File: src/rtl/seq_gen_if.sv
// Control and serial-output bundle for the seq_gen pattern transmitter.
//
// Handshake: start is a level request that the transmitter samples only while
// idle. A request is accepted on the rising edge where start=1 and the block
// is idle. repeat_n and gap are captured on that same edge. busy then stays high
// until the run ends. done pulses for one cycle after the last bit of a
// completed run. abort cancels a run on the next edge without a done pulse.
// o is meaningful only while o_vld=1.
interface seq_gen_if #(
  parameter int GAP_W = 4,
  parameter int CNT_W = 8
);
  logic             start;
  logic [CNT_W-1:0] repeat_n;
  logic [GAP_W-1:0] gap;
  logic             abort;
  logic             o;
  logic             o_vld;
  logic             busy;
  logic             done;

  modport master (
    output start, repeat_n, gap, abort,
    input  o, o_vld, busy, done
  );

  modport slave (
    input  start, repeat_n, gap, abort,
    output o, o_vld, busy, done
  );
endinterface

File: src/rtl/seq_gen.sv
// Serial pattern transmitter. It sends PATTERN MSB-first for a latched number
// of frames and inserts a latched number of idle cycles between frames.
// All outputs are registered and are decoded from the next state, so the first
// bit appears in the cycle right after the start edge.
module seq_gen #(
  parameter int             PAT_W   = 4,
  parameter logic [PAT_W-1:0] PATTERN = 4'b1101,
  parameter int             GAP_W   = 4,
  parameter int             CNT_W   = 8
) (
  input  logic       clk,
  input  logic       rst,
  seq_gen_if.slave   bus,
  output logic [1:0] dbg_state
);

  localparam int IW = $clog2(PAT_W);
  localparam logic [IW-1:0] LAST_IDX = IW'(PAT_W - 1);

  typedef enum logic [1:0] {
    IDLE = 2'd0,
    SEND = 2'd1,
    GAP  = 2'd2,
    DONE = 2'd3
  } state_t;

  state_t           state, state_n;
  logic [IW-1:0]    bit_idx, bit_idx_n;
  logic [CNT_W-1:0] frm_left, frm_left_n;
  logic [GAP_W-1:0] gap_len, gap_len_n;
  logic [GAP_W-1:0] gap_cnt, gap_cnt_n;
  logic             o_n, o_vld_n, busy_n, done_n;

  assign dbg_state = state;

  // State, counters and registered outputs.
  always_ff @(posedge clk or negedge rst) begin
    if (!rst) begin
      state    <= IDLE;
      bit_idx  <= '0;
      frm_left <= '0;
      gap_len  <= '0;
      gap_cnt  <= '0;
      bus.o     <= 1'b0;
      bus.o_vld <= 1'b0;
      bus.busy  <= 1'b0;
      bus.done  <= 1'b0;
    end else begin
      state    <= state_n;
      bit_idx  <= bit_idx_n;
      frm_left <= frm_left_n;
      gap_len  <= gap_len_n;
      gap_cnt  <= gap_cnt_n;
      bus.o     <= o_n;
      bus.o_vld <= o_vld_n;
      bus.busy  <= busy_n;
      bus.done  <= done_n;
    end
  end

  // Next-state and counter updates; abort overrides every transition.
  always_comb begin
    state_n    = state;
    bit_idx_n  = bit_idx;
    frm_left_n = frm_left;
    gap_len_n  = gap_len;
    gap_cnt_n  = gap_cnt;

    case (state)
      IDLE: begin
        if (bus.start) begin
          frm_left_n = bus.repeat_n;
          gap_len_n  = bus.gap;
          bit_idx_n  = LAST_IDX;
          if (bus.repeat_n == '0) state_n = DONE;
          else                    state_n = SEND;
        end
      end
      SEND: begin
        if (bit_idx == '0) begin
          if (frm_left == CNT_W'(1)) begin
            state_n    = DONE;
            frm_left_n = '0;
          end else begin
            frm_left_n = frm_left - CNT_W'(1);
            bit_idx_n  = LAST_IDX;
            if (gap_len != '0) begin
              state_n   = GAP;
              gap_cnt_n = gap_len - GAP_W'(1);
            end
          end
        end else begin
          bit_idx_n = bit_idx - IW'(1);
        end
      end
      GAP: begin
        if (gap_cnt == '0) begin
          state_n   = SEND;
          bit_idx_n = LAST_IDX;
        end else begin
          gap_cnt_n = gap_cnt - GAP_W'(1);
        end
      end
      DONE: begin
        state_n    = IDLE;
        bit_idx_n  = '0;
        frm_left_n = '0;
        gap_len_n  = '0;
        gap_cnt_n  = '0;
      end
      default: state_n = IDLE;
    endcase

    if (bus.abort) begin
      state_n    = IDLE;
      bit_idx_n  = '0;
      frm_left_n = '0;
      gap_len_n  = '0;
      gap_cnt_n  = '0;
    end
  end

  // Output decode from the next state, registered above.
  always_comb begin
    o_vld_n = (state_n == SEND);
    o_n     = o_vld_n ? PATTERN[bit_idx_n] : 1'b0;
    busy_n  = (state_n == SEND) || (state_n == GAP);
    done_n  = (state_n == DONE);
  end

endmodule

File: src/flat_wrapper.sv
// flat-port wrapper written by rule: the top's interface ports become plain ports
module seq_gen_flat 
#(
  parameter int             PAT_W   = 4,
  parameter logic [PAT_W-1:0] PATTERN = 4'b1101,
  parameter int             GAP_W   = 4,
  parameter int             CNT_W   = 8
)
  (clk, rst, dbg_state, bus_start, bus_repeat_n, bus_gap, bus_abort, bus_o, bus_o_vld, bus_busy, bus_done);
  seq_gen_if #(.GAP_W(GAP_W), .CNT_W(CNT_W)) bus_i ();
  input  logic clk;
  input  logic rst;
  output logic [1:0] dbg_state;
  input wire logic [$bits(bus_i.start)-1:0] bus_start;
  input wire logic [$bits(bus_i.repeat_n)-1:0] bus_repeat_n;
  input wire logic [$bits(bus_i.gap)-1:0] bus_gap;
  input wire logic [$bits(bus_i.abort)-1:0] bus_abort;
  output wire logic [$bits(bus_i.o)-1:0] bus_o;
  output wire logic [$bits(bus_i.o_vld)-1:0] bus_o_vld;
  output wire logic [$bits(bus_i.busy)-1:0] bus_busy;
  output wire logic [$bits(bus_i.done)-1:0] bus_done;
  assign bus_i.start = bus_start;
  assign bus_i.repeat_n = bus_repeat_n;
  assign bus_i.gap = bus_gap;
  assign bus_i.abort = bus_abort;
  assign bus_o = bus_i.o;
  assign bus_o_vld = bus_i.o_vld;
  assign bus_busy = bus_i.busy;
  assign bus_done = bus_i.done;
  seq_gen #(.PAT_W(PAT_W), .PATTERN(PATTERN), .GAP_W(GAP_W), .CNT_W(CNT_W)) u_core (.clk(clk), .rst(rst), .bus(bus_i), .dbg_state(dbg_state));
endmodule
File: config.mk
export PLATFORM = sky130hd
export DESIGN_NAME = seq_gen_flat
export DESIGN_NICKNAME = d
export VERILOG_FILES = /design/src/rtl/seq_gen_if.sv /design/src/rtl/seq_gen.sv /design/src/flat_wrapper.sv
export SDC_FILE = /design/constraint.sdc
export NUM_CORES = 1
export LEC_CHECK = 0
export CORE_MARGIN = 2
export CORE_UTILIZATION = 50
export CTS_CLUSTER_SIZE = 14
export DETAILED_ROUTE_END_ITERATION = 12
export PLACE_DENSITY = 0.74
export SLEW_MARGIN = 20
export SYNTH_ARGS = -nofsm -noshare
export SYNTH_HDL_FRONTEND = slang
export SYNTH_SLANG_ARGS = --single-unit
File: constraint.sdc
create_clock -name clk -period 4.8 [get_ports clk]
set_clock_uncertainty 0.2 [all_clocks]
set_input_delay 0.48 -clock clk [delete_from_list [all_inputs] [get_ports clk]]
set_output_delay 0.48 -clock clk [all_outputs]
set_load 0.02 [all_outputs]
==> impl_metrics.csv, run 1 <==
group,metric,value,unit
sta,slew_headroom,35.6,%
critical_path,cp.required,4.84,ns
yosys,yosysUniqueCellTypes,51,
power_and_ir_drop,power.total,1.24,mW
die,num_rows,20,
global_route,grt_start_max_net_pins,25,
sta,fin_crit,2.82,ns
route,wirelength,3820,µm
sta,tns,0,ns
route,drt_iter0_drc,126,
cells_and_area,register_area,601,µm²
yosys,synth_edf_count,0,
clock_network,cts_setup_buffers,0,
placement,dp.cells,231,
sta,fmax,0.354,GHz
critical_path,path_cells,"or4_4, or3_4, o2bb2ai_1, a211oi_1, a211oi_1, ha_1, a21boi_0",
critical_path,endpoint_kind,"flop",
cells_and_area,area_growth,16.6,%
critical_path,arrival,2.86,ns
clock_network,cts_tree,"built",
route,drt-pass1-iter-count,4,
yosys,yosysSeqAreaShare,38.1,%
global_route,grt_pass1_vias,1446,
clock_network,cts_max_level,1,
critical_path,path_max_fanout,6,
yosys,synth_cells,173,
yosys,synth_commonest_cells,"24 x dfrtp_1, 20 x nor2_1, 13 x nand2_1, 13 x o21ai_0",
yosys,synth.top_cell.area_share,38.1,%
yosys,synth_area,0.00158,mm²
placement,place_area,0.00180,mm²
placement,io_buffers,21,
clock_network,clkTransAtPathRegs,0.14,ns
cells_and_area,num_antenna_cells,0,
yosys,synth_ff_type,"dfrtp_1",
yosys,synthesis.nets,198,
route,via_per_inst,6.09,
yosys,yosys_register_bits,24,
critical_path,cp_top_family,"simple AND/OR/NAND/NOR gates",
die,core_region_area,0.00303,mm²
route,wire_per_inst,16.2,µm
min_path,worstHoldPathType,"reg -> reg",
cells_and_area,stdcell_area,0.00184,mm²
critical_path,cp-start-kind,"flop",
cells_and_area,multi_input_area,897,µm²
sta,whs,0.374,ns
cells_and_area,n_fill_cell,275,
route,final_antenna_net_count,0,
cells_and_area,layoutNonFillerInstCount,236,
yosys,avgSynthCellArea,9.11,µm²
yosys,ys_async_sr_fraction,100,%
sta,hold_viol_final,0,
sta,finalSetupViolations,0,
die,ioPinCount,22,
route,drcViolationCount,0,
cells_and_area,nNetsFinal,218,
yosys,yosysMostFrequentCell,"dfrtp_1",
die,start_util,52.1,%
sta,finalCritPeriodShare,58.8,%
die,die-area,0.00362,mm²
power_and_ir_drop,power.leakage,0.759,nW
global_route,antenna_found_initial,0,
die,dieHeight,60.2,µm
global_route,track_usage,23.8,%
clock_network,clk_latency,0.31,ns
power_and_ir_drop,irDropWorstVdd,0.000397,V
die,die_w,60.2,µm
critical_path,crit_path_max_incr_delay,0.60,ns
outcome,run_status,"finished, final reports clean",
clock_network,clk_path_buf_depth,2,
global_route,overflow,0,
cells_and_area,drive_above_1_share,7.81,%
critical_path,critPathBufInv,0,
global_route,grt_pass1_wl,6510,µm
sta,tightest_slew,0.951,ns
sta,slew_viol_final,0,
critical_path,cp_common_cell,"a211oi_1",
clock_network,cts_root_buf,"clkbuf_4",
yosys,synth_area_leaders,"dfrtp_1 38%, ha_1 7.1%, nor2_1 4.8%",
placement,gp_congestion,0.902,
yosys,yosys.area.top_type,"dfrtp_1",
route,vias,1437,
placement,hpwl,2800,µm
critical_path,crit_type,"reg -> reg",
sta,rsz0062_at_grt,"no",
power_and_ir_drop,power_density,675,mW/mm²
yosys,yosysWarnings,0,
run,maxCapViolCount,0,
clock_network,cts_buffers,3,
critical_path,cp_slowest_cell,"or4_4",
clock_network,cts.sinks,24,
metrics by stage:
stage	util (%)	setup WS (ns)
finish	60.7	1.98
global route	60.7	1.77
CTS	60.5	1.96
detailed placement	59.3	2.00
global placement	59.3	2.10
floorplan	-	2.24
cells in the final DEF, fill, tap and decap left out, types with 5 or more instances in the layout:
cell	n
nor2_1	20
a21oi_1	8
dfrtp_1	24
nand2_1	13
clkdlybuf4s50_1	20
nor3_1	5
inv_1	9
a22oi_1	5
o21ai_0	13
ha_1	9
kinds of logic after synthesis:
family / count (synthesis) / synth area share [%]
compound gates: 61 / 28.3
simple gates: 60 / 19.6
flops: 24 / 38.1
buf+inv: 16 / 5.00
fa+ha+maj: 9 / 7.14
mux: 2 / 1.27
xor+xnor: 1 / 0.556
power by group:
group          switching [mW]  leakage, nW  internal (mW)
combinational           0.454        0.419          0.320
clock                  0.0611       0.0210         0.0463
sequential             0.0848        0.318          0.275
total                   0.600        0.759          0.641
metal layers:
metal / vias to the layer above / GRT usage (%) / share of wire [%]
met1: 707 / 32.3 / 46
li1: 688 / - / -
met4: 0 / 5.71 / 0.68
met3: 4 / 3.25 / 4.9
met2: 38 / 39.8 / 49
met5: - / 0 / 0
final timing paths:
check | startpoint | endpoint | slack (ns) | cells after the start
max in group asynchronous | rst | u_core.dbg_state[1]$_DFF_PN0_ | 3.58 | 2
min in group asynchronous | rst | u_core.gap_cnt[0]$_DFFE_PN0P_ | 0.46 | 2
worst min-delay path | u_core.gap_cnt[3]$_DFFE_PN0P_ | u_core.gap_cnt[3]$_DFFE_PN0P_ | 0.37 | 2
worst min register to register | u_core.gap_cnt[3]$_DFFE_PN0P_ | u_core.gap_cnt[3]$_DFFE_PN0P_ | 0.37 | 2
worst max-delay path | u_core.frm_left[3]$_DFFE_PN0P_ | u_core.bus.o$_DFF_PN0_ | 1.98 | 7
worst max register to register | u_core.frm_left[3]$_DFFE_PN0P_ | u_core.bus.o$_DFF_PN0_ | 1.98 | 7
worst register-to-register path, cell delays in order, from the launching register on:
cell	delay, ns
dfrtp_1	0.46
or4_4	0.60
or3_4	0.43
o2bb2ai_1	0.17
a211oi_1	0.09
a211oi_1	0.40
ha_1	0.23
a21boi_0	0.18
sequential cells by signal, indices dropped and copies added, names as in the netlist, 2 cells and up:
name              cells
u_core.bit_idx        2
u_core.dbg_state      2
u_core.frm_left       8
u_core.gap_len        4
u_core.gap_cnt        4
area by class of cell:
cell class / count / area share [%]
multi-input combinational: 133 / 48.8
sequential: 24 / 32.7
timing repair buffer: 22 / 11.7
tap: 44 / 3.00
clock buffer: 4 / 1.97
inverter: 9 / 1.84
what timing repair did:
action,CTS,global route
hold endpoints to repair,0,24
gates resized for setup,0,0
hold buffers,0,1
setup endpoints to repair,0,0
(Power assumes the default switching activity.)
==> run 2, diff against run 1 <==
Settings changed: CORE_UTILIZATION 50 to 49, PLACE_DENSITY 0.74 to 0.76.
Clock period 4.8 ns to 2.3 ns, I/O delays scaled along.
==> impl_metrics.csv, run 2 (same netlist as run 1, synthesis figures left out) <==
group,metric,value,unit
power_and_ir_drop,power.total,3.08,mW
critical_path,crit_type,"reg -> reg",
power_and_ir_drop,clkPwrFrac,6.1,%
critical_path,critPathBufInv,0,
clock_network,clk_latency,0.32,ns
sta,finalSetupViolations,8,
global_route,overflow,0,
sta,slew_viol_final,0,
die,die_w,60.7,µm
sta,slew_headroom,67.1,%
route,drcViolationCount,0,
min_path,worstHoldPathType,"in -> async",
critical_path,cp.required,2.31,ns
power_and_ir_drop,power_frac_comb,71.5,%
placement,place_ws,-0.218,ns
die,num_rows,20,
critical_path,cp-start-kind,"flop",
cells_and_area,top_regs,"u_core.frm_left x8, u_core.gap_cnt x4, u_core.gap_len x4",
critical_path,crit_path_max_incr_delay,0.54,ns
sta,fmax,0.395,GHz
cells_and_area,num_antenna_cells,0,
route,wirelength,4450,µm
sta,layout_setup_ws,-0.233,ns
cells_and_area,drive_above_1_share,23.9,%
route,final_antenna_net_count,0,
clock_network,postCtsHoldBufs,0,
die,die-area,0.00369,mm²
cells_and_area,largest_register_ff_count,8,
die,core_region_area,0.00305,mm²
route,drt_iter0_drc,121,
clock_network,cts_root_buf,"clkbuf_4",
cells_and_area,n_fill_cell,274,
placement,io_buffers,21,
power_and_ir_drop,swShare,46.5,%
power_and_ir_drop,power.leakage,0.898,nW
sta,fin_crit,2.53,ns
critical_path,path_cells,"or4_4, or3_4, o21ai_2, a221oi_2, a311o_1, ha_2, a21boi_2",
cells_and_area,mostFrequentLayoutCells,"27 x buf_4, 24 x dfrtp_1, 21 x clkdlybuf4s50_1",
sta,finalCritPeriodShare,110,%
sta,tightest_slew,0.491,ns
outcome,run_status,"complete, but fails checks",
run,maxCapViolCount,0,
sta,rsz0062_at_grt,"yes",
placement,hpwl,3130,µm
clock_network,cts_buffers,3,
die,ioPinCount,22,
power_and_ir_drop,p_int,1.65,mW
cells_and_area,final_common_cell,"buf_4",
critical_path,cp_top_family,"simple AND/OR/NAND/NOR gates",
route,wire_per_inst,17.0,µm
cells_and_area,top_register,"u_core.frm_left",
route,drt-pass1-iter-count,7,
outcome,violations,"setup timing",
power_and_ir_drop,p_seq_share,22.4,%
route,vias,1653,
placement,gp_congestion,0.910,
critical_path,arrival,2.54,ns
sta,hold_viol_final,0,
die,start_util,51.6,%
clock_network,clkTransAtPathRegs,0.14,ns
die,dieHeight,60.7,µm
global_route,grt_pass1_wl,6680,µm
clock_network,cts_max_level,1,
power_and_ir_drop,power_density,1470,mW/mm²
cells_and_area,nNetsFinal,245,
power_and_ir_drop,switching_power,1.43,mW
global_route,grt_pass1_vias,1515,
route,via_per_inst,6.31,
critical_path,path_max_fanout,4,
clock_network,cts.sinks,24,
global_route,grt_start_max_net_pins,25,
critical_path,endpoint_kind,"flop",
cells_and_area,area_growth,33.2,%
global_route,antenna_found_initial,0,
global_route,track_usage,24.1,%
clock_network,clk_path_buf_depth,2,
clock_network,cts_tree,"built",
critical_path,cp_slowest_cell,"or4_4",
power_and_ir_drop,irDropWorstVdd,0.000685,V
-- run 2: changes by cell type in the layout (fill, tap and decap cells not counted), sizes merged --
cell           previous run  this run
clkdlybuf4s50            20        21
clkbuf                    4         3
buf                       1        28
dlygate4sd3               1         0
-- run 2: final cells by class --
class	count	area, µm²	share of cell area [%]
clock buffers	3	22.5	1.07
repair buffers	49	424	20.2
multi-input cells	133	963	45.9
flip-flops and latches	24	601	28.6
well taps	44	55.1	2.62
inverters	9	33.8	1.61
-- run 2: power by group through the flow --
stage	sequential, mW	clock, mW	combinational [mW]
after floorplan	0.758	0	1.20
after global placement	0.690	0	1.89
after detailed placement	0.695	0	1.95
after CTS	0.686	0.194	1.98
after global routing	0.705	0.211	2.40
final	0.689	0.188	2.21
-- run 2: per-stage QoR --
step	hold slack (ns)	std cells	utilization, %	setup TNS [ns]	area, µm²
after floorplan	-0.266	173	-	-0.268	1580
after global placement	0.334	256	65.2	-0.242	1990
after detailed placement	0.355	256	65.2	-0.584	1990
after CTS	0.0557	260	66.2	-0.476	2020
after global routing	0.0752	262	68.8	-1.45	2100
final	0.0472	262	68.8	-0.940	2100
-- run 2: worst paths after layout --
path	start	to	slack (ns)	cells after the start
worst max-delay path	u_core.frm_left[6]$_DFFE_PN0P_	u_core.bus.o$_DFF_PN0_	-0.23	7
worst min-delay path	rst	u_core.gap_cnt[2]$_DFFE_PN0P_	0.05	2
worst max register to register	u_core.frm_left[6]$_DFFE_PN0P_	u_core.bus.o$_DFF_PN0_	-0.23	7
worst min register to register	u_core.gap_cnt[3]$_DFFE_PN0P_	u_core.gap_cnt[3]$_DFFE_PN0P_	0.37	2
max in group asynchronous	rst	u_core.frm_left[6]$_DFFE_PN0P_	1.60	2
min in group clk	bus_repeat_n[7]	u_core.frm_left[7]$_DFFE_PN0P_	0.33	3
-- run 2: timing repair --
action                     CTS  global route
setup endpoints to repair    7            13
setup buffers                1             3
resized for setup            2            13
pin swaps                    3             6
-- run 2: layer usage --
metal  routed length [µm]  track usage [%]
met2                 2250             41.2
met1                 1810             31.1
met3                  281             4.26
met5                    0                0
met4                  104             7.14
==> run 3, diff against run 2 <==
Settings changed: GPL_ROUTABILITY_DRIVEN from default to 0.
==> impl_metrics.csv, run 3 (same netlist as run 1, synthesis figures left out) <==
group,metric,value,unit
cells_and_area,top_regs,"u_core.frm_left x8, u_core.gap_cnt x4, u_core.gap_len x4",
global_route,grt_pass1_wl,6960,µm
outcome,run_status,"complete, but fails checks",
power_and_ir_drop,power.total,3.06,mW
cells_and_area,area_growth,32.6,%
critical_path,path_max_fanout,4,
route,wl_met2,2150,µm
global_route,antenna_found_initial,0,
route,vias,1617,
die,ioPinCount,22,
die,die_w,60.7,µm
power_and_ir_drop,clkPwrFrac,7.7,%
sta,rsz0062_at_grt,"yes",
critical_path,critPathBufInv,1,
power_and_ir_drop,power.leakage,0.908,nW
clock_network,cts_buffers,3,
sta,fmax,0.406,GHz
cells_and_area,drive_above_1_share,22.6,%
power_and_ir_drop,p_int,1.66,mW
critical_path,endpoint_kind,"flop",
route,highest-signal-layer,"met4",
cells_and_area,num_antenna_cells,0,
critical_path,cp_slowest_cell,"or4_4",
cells_and_area,final_common_cell,"buf_4",
global_route,track_usage,25.3,%
cells_and_area,mostFrequentLayoutCells,"30 x buf_4, 24 x dfrtp_1, 21 x clkdlybuf4s50_1",
die,num_rows,20,
sta,layout_setup_ws,-0.162,ns
power_and_ir_drop,power_density,1460,mW/mm²
power_and_ir_drop,power_frac_comb,69.5,%
cells_and_area,largest_register_ff_count,8,
cells_and_area,top_register,"u_core.frm_left",
placement,dp.cells,257,
die,start_util,51.6,%
die,dieHeight,60.7,µm
global_route,grt_start_max_net_pins,25,
route,wl_met3,274,µm
sta,hold_viol_final,0,
cells_and_area,layoutNonFillerInstCount,265,
route,drcViolationCount,0,
placement,hpwl,3160,µm
sta,tns,-0.387,ns
sta,slew_headroom,68.3,%
route,wire_per_inst,16.3,µm
clock_network,clkTransAtPathRegs,0.15,ns
clock_network,cts.sinks,24,
critical_path,cp-start-kind,"flop",
sta,tightest_slew,0.474,ns
route,drt-pass1-iter-count,4,
clock_network,clk_path_buf_depth,2,
critical_path,crit_type,"reg -> reg",
route,wl_met1,1850,µm
cells_and_area,nNetsFinal,247,
clock_network,clk_latency,0.33,ns
cells_and_area,finish.utilization,68.5,%
clock_network,cts_max_level,1,
sta,finalCritPeriodShare,107,%
clock_network,cts_tree,"built",
sta,slew_viol_final,0,
route,via_per_inst,6.10,
power_and_ir_drop,switching_power,1.39,mW
min_path,worstHoldPathType,"in -> async",
critical_path,crit_path_max_incr_delay,0.53,ns
route,drt_iter0_drc,98,
global_route,grt_pass1_vias,1508,
power_and_ir_drop,swShare,45.6,%
route,final_antenna_net_count,0,
die,core_region_area,0.00305,mm²
power_and_ir_drop,p_seq_share,22.8,%
sta,fin_crit,2.46,ns
sta,finalSetupViolations,5,
outcome,violations,"setup timing",
run,maxCapViolCount,0,
critical_path,cp_top_family,"simple AND/OR/NAND/NOR gates",
global_route,overflow,0,
critical_path,arrival,2.51,ns
power_and_ir_drop,irDropWorstVdd,0.000787,V
critical_path,cp.required,2.35,ns
route,wirelength,4310,µm
clock_network,cts_root_buf,"clkbuf_4",
placement,io_buffers,21,
critical_path,path_cells,"or4_4, or3_4, o21ai_2, a221oi_2, a311o_1, ha_2, inv_1",
die,die-area,0.00369,mm²
[run 3: timing repair]
item | 4_1_cts | 5_1_grt
setup endpoints to repair | 7 | 13
setup buffers | 2 | 2
hold buffers | 0 | 0
gates cloned | 0 | 0
pin swaps | 3 | 3
resized for setup | 1 | 8
[run 3: cell type report]
type                       instances  area, µm²
inverter                           9       33.8
timing repair buffer              51        435
sequential                        24        601
clock buffer                       4       36.3
fill                             255        962
multi-input combinational        133        930
tap                               44       55.1
[run 3: per-stage QoR]
step	cell area (µm²)	hold WS [ns]	setup WS [ns]
after global placement	2000	0.330	-0.108
after CTS	2050	0.0502	-0.177
after floorplan	1580	-0.266	-0.141
after detailed placement	2000	0.343	-0.212
final	2090	0.0406	-0.162
after global routing	2090	0.0750	-0.207
[run 3: per-layer routing]
layer / up-vias / track usage, %
li1: 750 / -
met2: 74 / 41.8
met3: 4 / 2.99
met4: 0 / 10.2
met5: - / 0
met1: 789 / 33.9
[run 3: final timing paths]
| path | from | endpoint | slack (ns) | cells after the start |
|---|---|---|---|---|
| setup / recovery | u_core.frm_left[6]$_DFFE_PN0P_ | u_core.bus.busy$_DFF_PN0_ | -0.16 | 7 |
| setup reg to reg | u_core.frm_left[6]$_DFFE_PN0P_ | u_core.bus.busy$_DFF_PN0_ | -0.16 | 7 |
| hold reg to reg | u_core.gap_cnt[3]$_DFFE_PN0P_ | u_core.gap_cnt[3]$_DFFE_PN0P_ | 0.36 | 2 |
| hold / removal | rst | u_core.bit_idx[1]$_DFF_PN0_ | 0.04 | 2 |
| min in group clk | bus_repeat_n[7] | u_core.frm_left[7]$_DFFE_PN0P_ | 0.32 | 3 |
| max in group asynchronous | rst | u_core.frm_left[3]$_DFFE_PN0P_ | 1.60 | 2 |
[run 3: power by group through the flow]
stage                     Combinational, mW  Sequential (mW)  Clock (mW)
after detailed placement               1.96            0.697           0
after global routing                   2.32            0.715       0.259
after floorplan                        1.20            0.758           0
final                                  2.12            0.696       0.235
after CTS                              1.99            0.687       0.237
after global placement                 1.90            0.691           0
